$ cat config.mk
export PLATFORM = sky130hd
export DESIGN_NAME = tone_synth
export DESIGN_NICKNAME = d
export VERILOG_FILES = /design/src/rtl/tone_synth.sv
export SDC_FILE = /design/constraint.sdc
export NUM_CORES = 1
export LEC_CHECK = 0
export ABC_AREA = 1
export CORE_ASPECT_RATIO = 1.75
export CORE_MARGIN = 3
export CORE_UTILIZATION = 35
export CTS_BUF_LIST = sky130_fd_sc_hd__clkbuf_8
export CTS_CLUSTER_SIZE = 24
export DETAILED_ROUTE_END_ITERATION = 16
export GPL_ROUTABILITY_DRIVEN = 0
export HOLD_SLACK_MARGIN = 0.1
export PLACE_DENSITY = 0.55
export RECOVER_POWER = 50
export SLEW_MARGIN = 20
export SYNTH_ARGS = -nofsm -noshare
export SYNTH_HDL_FRONTEND = slang
export SYNTH_SLANG_ARGS = --single-unit
$ cat constraint.sdc
create_clock -name clk -period 14.53 [get_ports clk]
set_input_delay 2.906 -clock clk [delete_from_list [all_inputs] [get_ports clk]]
set_output_delay 2.906 -clock clk [all_outputs]
set_load 0.1 [all_outputs]
$ cat src/rtl/tone_synth.sv
// tone_synth: note-code driven sine tone generator with attack/sustain/release envelope.
// One signed PCM sample per advance strobe through a registered lookup -> multiply pipeline.
module tone_synth #(
   parameter int                 SAMPLE_W     = 16,
   parameter int                 PHASE_W      = 24,
   parameter logic [PHASE_W-1:0] TUNE1        = 24'h040000,
   parameter logic [PHASE_W-1:0] TUNE2        = 24'h050000,
   parameter logic [PHASE_W-1:0] TUNE3        = 24'h060000,
   parameter logic [PHASE_W-1:0] TUNE4        = 24'h080000,
   parameter logic [7:0]         ATTACK_STEP  = 8'd64,
   parameter logic [7:0]         RELEASE_STEP = 8'd32,
   parameter int                 HOLD_SAMPLES = 8
) (
   input  logic                       clk,
   input  logic                       reset,
   input  logic                       note_valid,
   input  logic [2:0]                 note,
   output logic                       note_ready,
   input  logic                       advance,
   output logic signed [SAMPLE_W-1:0] sample,
   output logic                       sample_valid,
   output logic [2:0]                 active_note,
   output logic                       busy
);
   localparam int         LUT_AW    = 8;
   localparam int         PROD_W    = SAMPLE_W + 9;
   localparam logic [7:0] HOLD_LAST = 8'(HOLD_SAMPLES - 1);

   // quarter-wave magnitudes round(32767*sin(2*pi*(i+0.5)/256)); the half-step offset keeps the mirrored quadrants symmetric
   localparam logic [SAMPLE_W-2:0] SINE_Q [0:63] = '{
      15'd402,   15'd1206,  15'd2009,  15'd2811,  15'd3612,  15'd4410,  15'd5205,  15'd5998,
      15'd6786,  15'd7571,  15'd8351,  15'd9126,  15'd9896,  15'd10659, 15'd11417, 15'd12167,
      15'd12910, 15'd13645, 15'd14372, 15'd15090, 15'd15800, 15'd16499, 15'd17189, 15'd17869,
      15'd18537, 15'd19195, 15'd19841, 15'd20475, 15'd21096, 15'd21705, 15'd22301, 15'd22884,
      15'd23452, 15'd24007, 15'd24547, 15'd25072, 15'd25582, 15'd26077, 15'd26556, 15'd27019,
      15'd27466, 15'd27896, 15'd28310, 15'd28706, 15'd29085, 15'd29447, 15'd29791, 15'd30117,
      15'd30424, 15'd30714, 15'd30985, 15'd31237, 15'd31470, 15'd31685, 15'd31880, 15'd32057,
      15'd32213, 15'd32351, 15'd32469, 15'd32567, 15'd32646, 15'd32705, 15'd32745, 15'd32765
   };

   typedef enum logic [1:0] {
      S_IDLE    = 2'd0,
      S_ATTACK  = 2'd1,
      S_SUSTAIN = 2'd2,
      S_RELEASE = 2'd3
   } state_t;

   state_t                      r_state, w_state_n;
   logic [PHASE_W-1:0]          r_phase, w_phase_n, r_tune, w_tune_n;
   logic [7:0]                  r_env, w_env_n, r_hold, w_hold_n, r_env1;
   logic [8:0]                  w_env_sum;
   logic [2:0]                  r_active, w_active_n;
   logic                        r_ready, r_busy, w_accept, w_note_ok;
   logic                        r_adv_d, r_lut_v, r_sval;
   logic [LUT_AW-3:0]           w_idx;
   logic signed [SAMPLE_W-1:0]  w_sine, r_sine, r_sample;
   logic signed [8:0]           w_env_s;
   logic signed [PROD_W-1:0]    w_prod;

   function automatic logic [PHASE_W-1:0] tune_for(input logic [2:0] n);
      case (n)
         3'd1:    tune_for = TUNE1;
         3'd2:    tune_for = TUNE2;
         3'd3:    tune_for = TUNE3;
         3'd4:    tune_for = TUNE4;
         default: tune_for = {PHASE_W{1'b0}};
      endcase
   endfunction

   assign w_accept  = note_valid && r_ready;
   assign w_note_ok = (note >= 3'd1) && (note <= 3'd4);
   assign w_env_sum = {1'b0, r_env} + {1'b0, ATTACK_STEP};

   // next-state: the advance steps the pre-accept state, then a same-cycle accept overrides state and tune
   always_comb begin
      w_state_n  = r_state;
      w_phase_n  = r_phase;
      w_tune_n   = r_tune;
      w_env_n    = r_env;
      w_hold_n   = r_hold;
      w_active_n = r_active;
      if (advance) begin
         if (r_state != S_IDLE) begin
            w_phase_n = r_phase + r_tune;
         end else begin
            w_phase_n = r_phase;
         end
         case (r_state)
            S_ATTACK: begin
               if (w_env_sum >= 9'd255) begin
                  w_env_n   = 8'd255;
                  w_state_n = S_SUSTAIN;
                  w_hold_n  = 8'd0;
               end else begin
                  w_env_n   = w_env_sum[7:0];
               end
            end
            S_SUSTAIN: begin
               if (r_hold == HOLD_LAST) begin
                  w_state_n = S_RELEASE;
               end else begin
                  w_hold_n  = r_hold + 8'd1;
               end
            end
            S_RELEASE: begin
               if (r_env > RELEASE_STEP) begin
                  w_env_n    = r_env - RELEASE_STEP;
               end else begin
                  w_env_n    = 8'd0;
                  w_state_n  = S_IDLE;
                  w_active_n = 3'd0;
               end
            end
            default: w_state_n = r_state;
         endcase
      end else begin
         w_phase_n = r_phase;
      end
      if (w_accept && w_note_ok) begin
         w_state_n  = S_ATTACK;
         w_active_n = note;
         w_tune_n   = tune_for(note);
      end else begin
         w_tune_n   = r_tune;
      end
   end

   // quadrant unfolding of the quarter-wave table
   always_comb begin
      w_idx  = r_phase[PHASE_W-3 -: LUT_AW-2];
      w_sine = {SAMPLE_W{1'b0}};
      case (r_phase[PHASE_W-1 -: 2])
         2'd0:    w_sine =  $signed({1'b0, SINE_Q[w_idx]});
         2'd1:    w_sine =  $signed({1'b0, SINE_Q[~w_idx]});
         2'd2:    w_sine = -$signed({1'b0, SINE_Q[w_idx]});
         default: w_sine = -$signed({1'b0, SINE_Q[~w_idx]});
      endcase
   end

   assign w_env_s = $signed({1'b0, r_env1});
   assign w_prod  = PROD_W'(r_sine) * PROD_W'(w_env_s);

   // FSM, oscillator, envelope and registered status outputs
   always_ff @(posedge clk or negedge reset) begin
      if (!reset) begin
         r_state  <= S_IDLE;
         r_phase  <= {PHASE_W{1'b0}};
         r_tune   <= {PHASE_W{1'b0}};
         r_env    <= 8'd0;
         r_hold   <= 8'd0;
         r_active <= 3'd0;
         r_ready  <= 1'b1;
         r_busy   <= 1'b0;
      end else begin
         r_state  <= w_state_n;
         r_phase  <= w_phase_n;
         r_tune   <= w_tune_n;
         r_env    <= w_env_n;
         r_hold   <= w_hold_n;
         r_active <= w_active_n;
         r_ready  <= (w_state_n == S_IDLE) || (w_state_n == S_RELEASE);
         r_busy   <= (w_state_n != S_IDLE);
      end
   end

   // two-stage sample pipeline: table read, then envelope multiply
   always_ff @(posedge clk or negedge reset) begin
      if (!reset) begin
         r_adv_d  <= 1'b0;
         r_lut_v  <= 1'b0;
         r_sval   <= 1'b0;
         r_sine   <= {SAMPLE_W{1'b0}};
         r_env1   <= 8'd0;
         r_sample <= {SAMPLE_W{1'b0}};
      end else begin
         r_adv_d <= advance;
         r_lut_v <= r_adv_d;
         r_sval  <= r_lut_v;
         if (r_adv_d) begin
            r_sine <= w_sine;
            r_env1 <= r_env;
         end else begin
            r_sine <= r_sine;
            r_env1 <= r_env1;
         end
         if (r_lut_v) begin
            r_sample <= SAMPLE_W'(w_prod >>> 4'd8);
         end else begin
            r_sample <= r_sample;
         end
      end
   end

   assign note_ready   = r_ready;
   assign busy         = r_busy;
   assign active_note  = r_active;
   assign sample       = r_sample;
   assign sample_valid = r_sval;
endmodule

-- Yosys cells after proc, flatten, opt, wreduce, memory -nomap -nowiden
Memory sizes are Yosys's and may differ from the RTL's.
Index checks and enable logic that the tools add are counted.
- output and inout port bits: 22
- memory bits (writable): 0
- register bits: 114
- bits in read-only memories: 1920
- bits in latches: 0
- memories: 2
- memories (name ; words ; bits a word ; read ports ; clocked after memory_dff ; write ports ; RTL line ; RTL):
    (no name shown) ; 64 ; 15 ; 1 ; 0 ; 0 ; 136 ; default: w_sine = -$signed({1'b0, SINE_Q[~w_idx]});
    (no name shown) ; 64 ; 15 ; 1 ; 0 ; 0 ; 135 ; 2'd2: w_sine = -$signed({1'b0, SINE_Q[w_idx]});
- divide/modulo/power cells: 0
- shift operators: 0
- multiply operators: 1
- bitwise gates (word level): 3
- order comparisons: 6
- add/sub/neg operators: 6
- equality and inequality tests: 14
- multiplexer cells: 22
- reduce and logical (&&, ||, !) cells: 16
- operator list (operator ; number):
    $pmux W20 S4 ; 1
    $mux W15 ; 4
    $pmux W16 S3 ; 1
    $mux W8 ; 4
    $neg A15 Y16 ; 2
    $pmux W8 S2 ; 2
    $add A24 B24 Y24 ; 1
    $mul A16 B9 Y24 ; 1
    $ge A7 B7 Y1 const B ; 2
    $not A6 Y7 ; 2
    $mux W3 ; 4
    $reduce_bool A2 Y1 ; 6
    $mux W2 ; 5
    $add A8 B7 Y9 const B ; 1
    $ge A9 B8 Y1 const B ; 1
    $add A8 B1 Y8 const B ; 1
    $eq A2 B2 Y1 const B ; 4
    $eq A8 B3 Y1 const B ; 1
    $gt A8 B6 Y1 const B ; 1
    $sub A8 B6 Y8 const B ; 1
    $eq A3 B2 Y1 const B ; 2
    $not A6 Y6 ; 1
    $pmux W2 S3 ; 1
    $eq A2 B1 Y1 const B ; 2
    other kinds (12) ; 17

-- Logic depth before layout (Yosys ltp)
- depth in word-level cells: 8
- mapped depth: 25
- gate-level depth less buffers: 24

-- Least setup slack after synthesis
No wires, ideal clock.
- path type: reg-to-reg
- start point: register r_env1[4]
- end point: register r_sample[15], in the netlist sample[15]
- clock period less this slack: 4616 ps
- library setup time: 83 ps
- data arrival time: 4533 ps
- cell stages (with the launch flop): 18
- slack: 9914 ps
- path buffers: 2
- cell sequence: dfrtp_1 > buf_2 > buf_1 > nand2_1 > inv_1 > fa_1 > fa_1 > fa_1 > inv_1 > fa_1 > inv_1 > ha_1 > a21oi_1 > o21ai_0 > a211oi_1 > nand3_1 > xnor2_1 > o21ai_0
- word-level cells in the longest chain between the ends: 1
- ends and longest elaborated chain (item ; RTL line ; RTL):
    start, declared ; 50 ; logic [7:0] r_env, w_env_n, r_hold, w_hold_n, r_env1;
    start signal, assigned ; 181 ; r_env1 <= r_env;
    start signal, assigned ; 184 ; r_env1 <= r_env1;
    $mul A16 B9 Y24 ; 141 ; assign w_prod = PROD_W'(r_sine) * PROD_W'(w_env_s);
    end signal, assigned ; 174 ; r_sample <= {SAMPLE_W{1'b0}};
    end signal, assigned ; 187 ; r_sample <= SAMPLE_W'(w_prod >>> 4'd8);
    end signal, assigned ; 189 ; r_sample <= r_sample;
    end, declared ; 56 ; logic signed [SAMPLE_W-1:0] w_sine, r_sine, r_sample;
No other way between the ends.
A chain may end at the register's enable or synchronous reset.

==> results by group <==
Setup path
  • Worst path max stage delay: approximately 2.7 ns
  • Buf/Inv on CP: 1
  • Crit path kind: primary input to asynchronous set/reset pin
  • CP Max Fanout: 70
  • Critical Path Sink Type: asynchronous set/reset pin
  • Critical path's slowest cell: clkbuf_1
  • Worst Path Required: approximately 14 ns
  • Launching element type of the critical path: primary input
  • Flop2flop setup slack: 9.13 ns
  • CP Cell Sequence: clkbuf_1
  • Arrival time worst endpoint: 5.66 ns
  • Crit-path leading delay family: buffers and inverters

Yosys
  • Post-Syn Area: a little over 10000 sq um
  • Yosys top cell area share: approximately 17%
  • Area contributors post-synth: dfrtp_1, nand2_1, fa_1
  • Ys flop type: dfrtp_1
  • Post-synth top area cell: dfrtp_1
  • Post-synth EDFFs: 0
  • Sequential-to-total area share from yosys stat: around 17%
  • Ys Warns: 0
  • Share of flip-flops with an asynchronous set or reset: 100.0%
  • Seq cells post-synth: 70
  • Synth cell types: 45
  • Mapped Nets: roughly 1.7k
  • Mapped Cells: between 1.5k and 2k
  • Synthesized area per cell: around 6.5 sq um

Floorplanning
  • Row count: slightly above 80
  • Die X: 134.7 microns
  • Initial Util: between 30% and 40%
  • Core area: about 28000 sq um
  • Die H: approximately 230 microns
  • Die footprint: 31140 sq um
  • # IOs: 29

Route
  • Detailed Routing Iterations Pass 1: 5
  • Average wire per standard cell: ~16 microns
  • Initial drt markers: about 570
  • DRT antenna net count: 0
  • Total routed wirelength: ~32000 microns
  • Via/cell ratio: about 5.2
  • Drt drc: 0
  • Total number of vias: around 10k

Timing
  • Final min period: a little over 6 ns
  • Final Setup Violations: 0
  • Worst Clk Skew: ~0.016 ns
  • Ratio of final minimum period to clock period: 41.67%
  • RSZ-0062 raised after global routing: no
  • Maximum clock rate: 165.1 MHz
  • Slew Limit Fails: 129
  • Setup_tns: 0 ns
  • Final hold violations: 0
  • Pin slew with the least headroom to its limit: 3.868 ns
  • Max_slew headroom: -157.9%

Final layout
  • Fillers: between 3k and 4k
  • Register area: 1753 sq um
  • Most common cell after layout, fill and taps aside: nand2_1
  • Ratio of cells with drive above 1 in the final layout: under 10%
  • Multi-input logic area: ~7100 sq um
  • Synth-to-layout area growth: 7.105%
  • # diodes: 0
  • NumNets Final: 1719
  • Most frequent cells in the layout: nand2_1, inv_1, nand3_1, nor2_1, o21ai_0

Global route
  • Global-route wire length before repair: a little over 50000 microns
  • Tot GR Track Use: 20.76%
  • Residual overflow from global routing: 0
  • Vias in the first global route: a little over 10k
  • Largest net degree at the start of global routing: 71
  • Initial antenna violation count: 0

Clock tree
  • Post-CTS Setup Inserts: 0
  • Clock buffer count from CTS: 9
  • Root buf cell: clkbuf_8
  • Sink Count: 70
  • Worst-path clk slew: approximately 0.09 ns
  • Resize count post-CTS: 0
  • Clk_lat worst skew: 0.37 ns
  • Maximum root-to-sink buffer count: 2
  • CTS H-tree depth: 3
  • CTS tree: yes
  • Hold Buf Count CTS: 0

Run status
  • Failing checks: capacitance limit, slew limit
  • Status: complete, but fails checks

Placed design
  • PortBufs: 28
  • Hpwl dp: around 26000 microns

Run
  • Maxcap violations: 2

Worst hold path
  • Min-delay worst type: flop to flop
## path summary, 6_finish.rpt
| check | end | start | depth (start not counted) |
|---|---|---|---|
| max | r_hold[3]$_DFFE_PN0P_ | reset | 1 |
| min | sample[3]$_DFFE_PN0P_ | sample[3]$_DFFE_PN0P_ | 2 |
| max reg2reg | sample[14]$_DFFE_PN0P_ | r_env1[4]$_DFFE_PN0P_ | 16 |
| min reg2reg | sample[3]$_DFFE_PN0P_ | sample[3]$_DFFE_PN0P_ | 2 |
| max in group clk | sample[14]$_DFFE_PN0P_ | r_env1[4]$_DFFE_PN0P_ | 16 |
| min in group asynchronous | sample[6]$_DFFE_PN0P_ | reset | 1 |
## cell usage after synthesis (10+ instances only)
cell type and n:
o22ai_1 11, nor2_2 12, ha_1 79, inv_1 272
o21ai_1 12, o21bai_1 16, nand2_1 454, buf_2 16
nor2_1 102, clkbuf_1 21, o21ai_0 93, a21oi_1 66
dfrtp_1 69, xor2_1 23, nand3_1 144, xnor2_1 10
nor3_1 10, fa_1 67, nand4_1 14
## sequential cells by signal, summed over array words and instances (netlist names)
register      flops
r_env             4
r_env1            4
note_ready        1
r_state           2
busy              1
r_sine           16
r_hold            8
active_note       3
r_tune            4
r_lut_v           1
sample_valid      1
r_adv_d           1
sample           16
r_phase           8
## final cells by class
cell class / count / area share (%)
inverter: 282 / 9.743
clock inverter: 7 / 0.5643
tap: 373 / 4.296
timing repair buffer: 35 / 2.971
clock buffer: 9 / 1.140
sequential: 70 / 16.13
multi-input combinational: 1168 / 65.15
## cell families (layout without fill, tap and decap cells)
family | Yosys count | count (layout) | share of synthesized area [%]
AND/OR/NAND/NOR | 763 | 763 | 31.54
buffers and inverters | 332 | 333 | 12.89
AO/OA/AOI/OAI | 226 | 226 | 12.47
adder cells (fa/ha/maj) | 146 | 146 | 22.97
flip-flops | 70 | 70 | 17.28
XOR/XNOR | 33 | 33 | 2.849
## per-layer routing
| metal | GRT usage, % | vias up | wire length [microns] |
|---|---|---|---|
| li1 | - | 4959 | - |
| met4 | 12.42 | 0 | 2126 |
| met2 | 40.05 | 318 | 17040 |
| met5 | 0 | - | 0 |
| met3 | 2.194 | 127 | 1181 |
| met1 | 20.93 | 4630 | 11390 |
## tightest hold or removal path, stage by stage (launching register included)
cell     delay [ns]
dfrtp_1        0.35
nand2_1        0.05
nand2_1        0.05
## metrics by stage
step                utilization (%)  cell area, sq um  instances  hold WS [ns]  worst slack, ns
floorplan                         -             10140       1570        0.4264            9.914
global placement              37.81             10690       1928        0.4639            9.289
detailed placement            37.81             10690       1928        0.4705            9.202
CTS                           38.47             10880       1944        0.4906            9.168
global route                  38.42             10860       1944        0.5155            7.634
finish                        38.42             10860       1944        0.4831            8.475
Power is not shown: default switching activity piles up to over one toggle a cycle in this logic, so the estimate is an artifact.
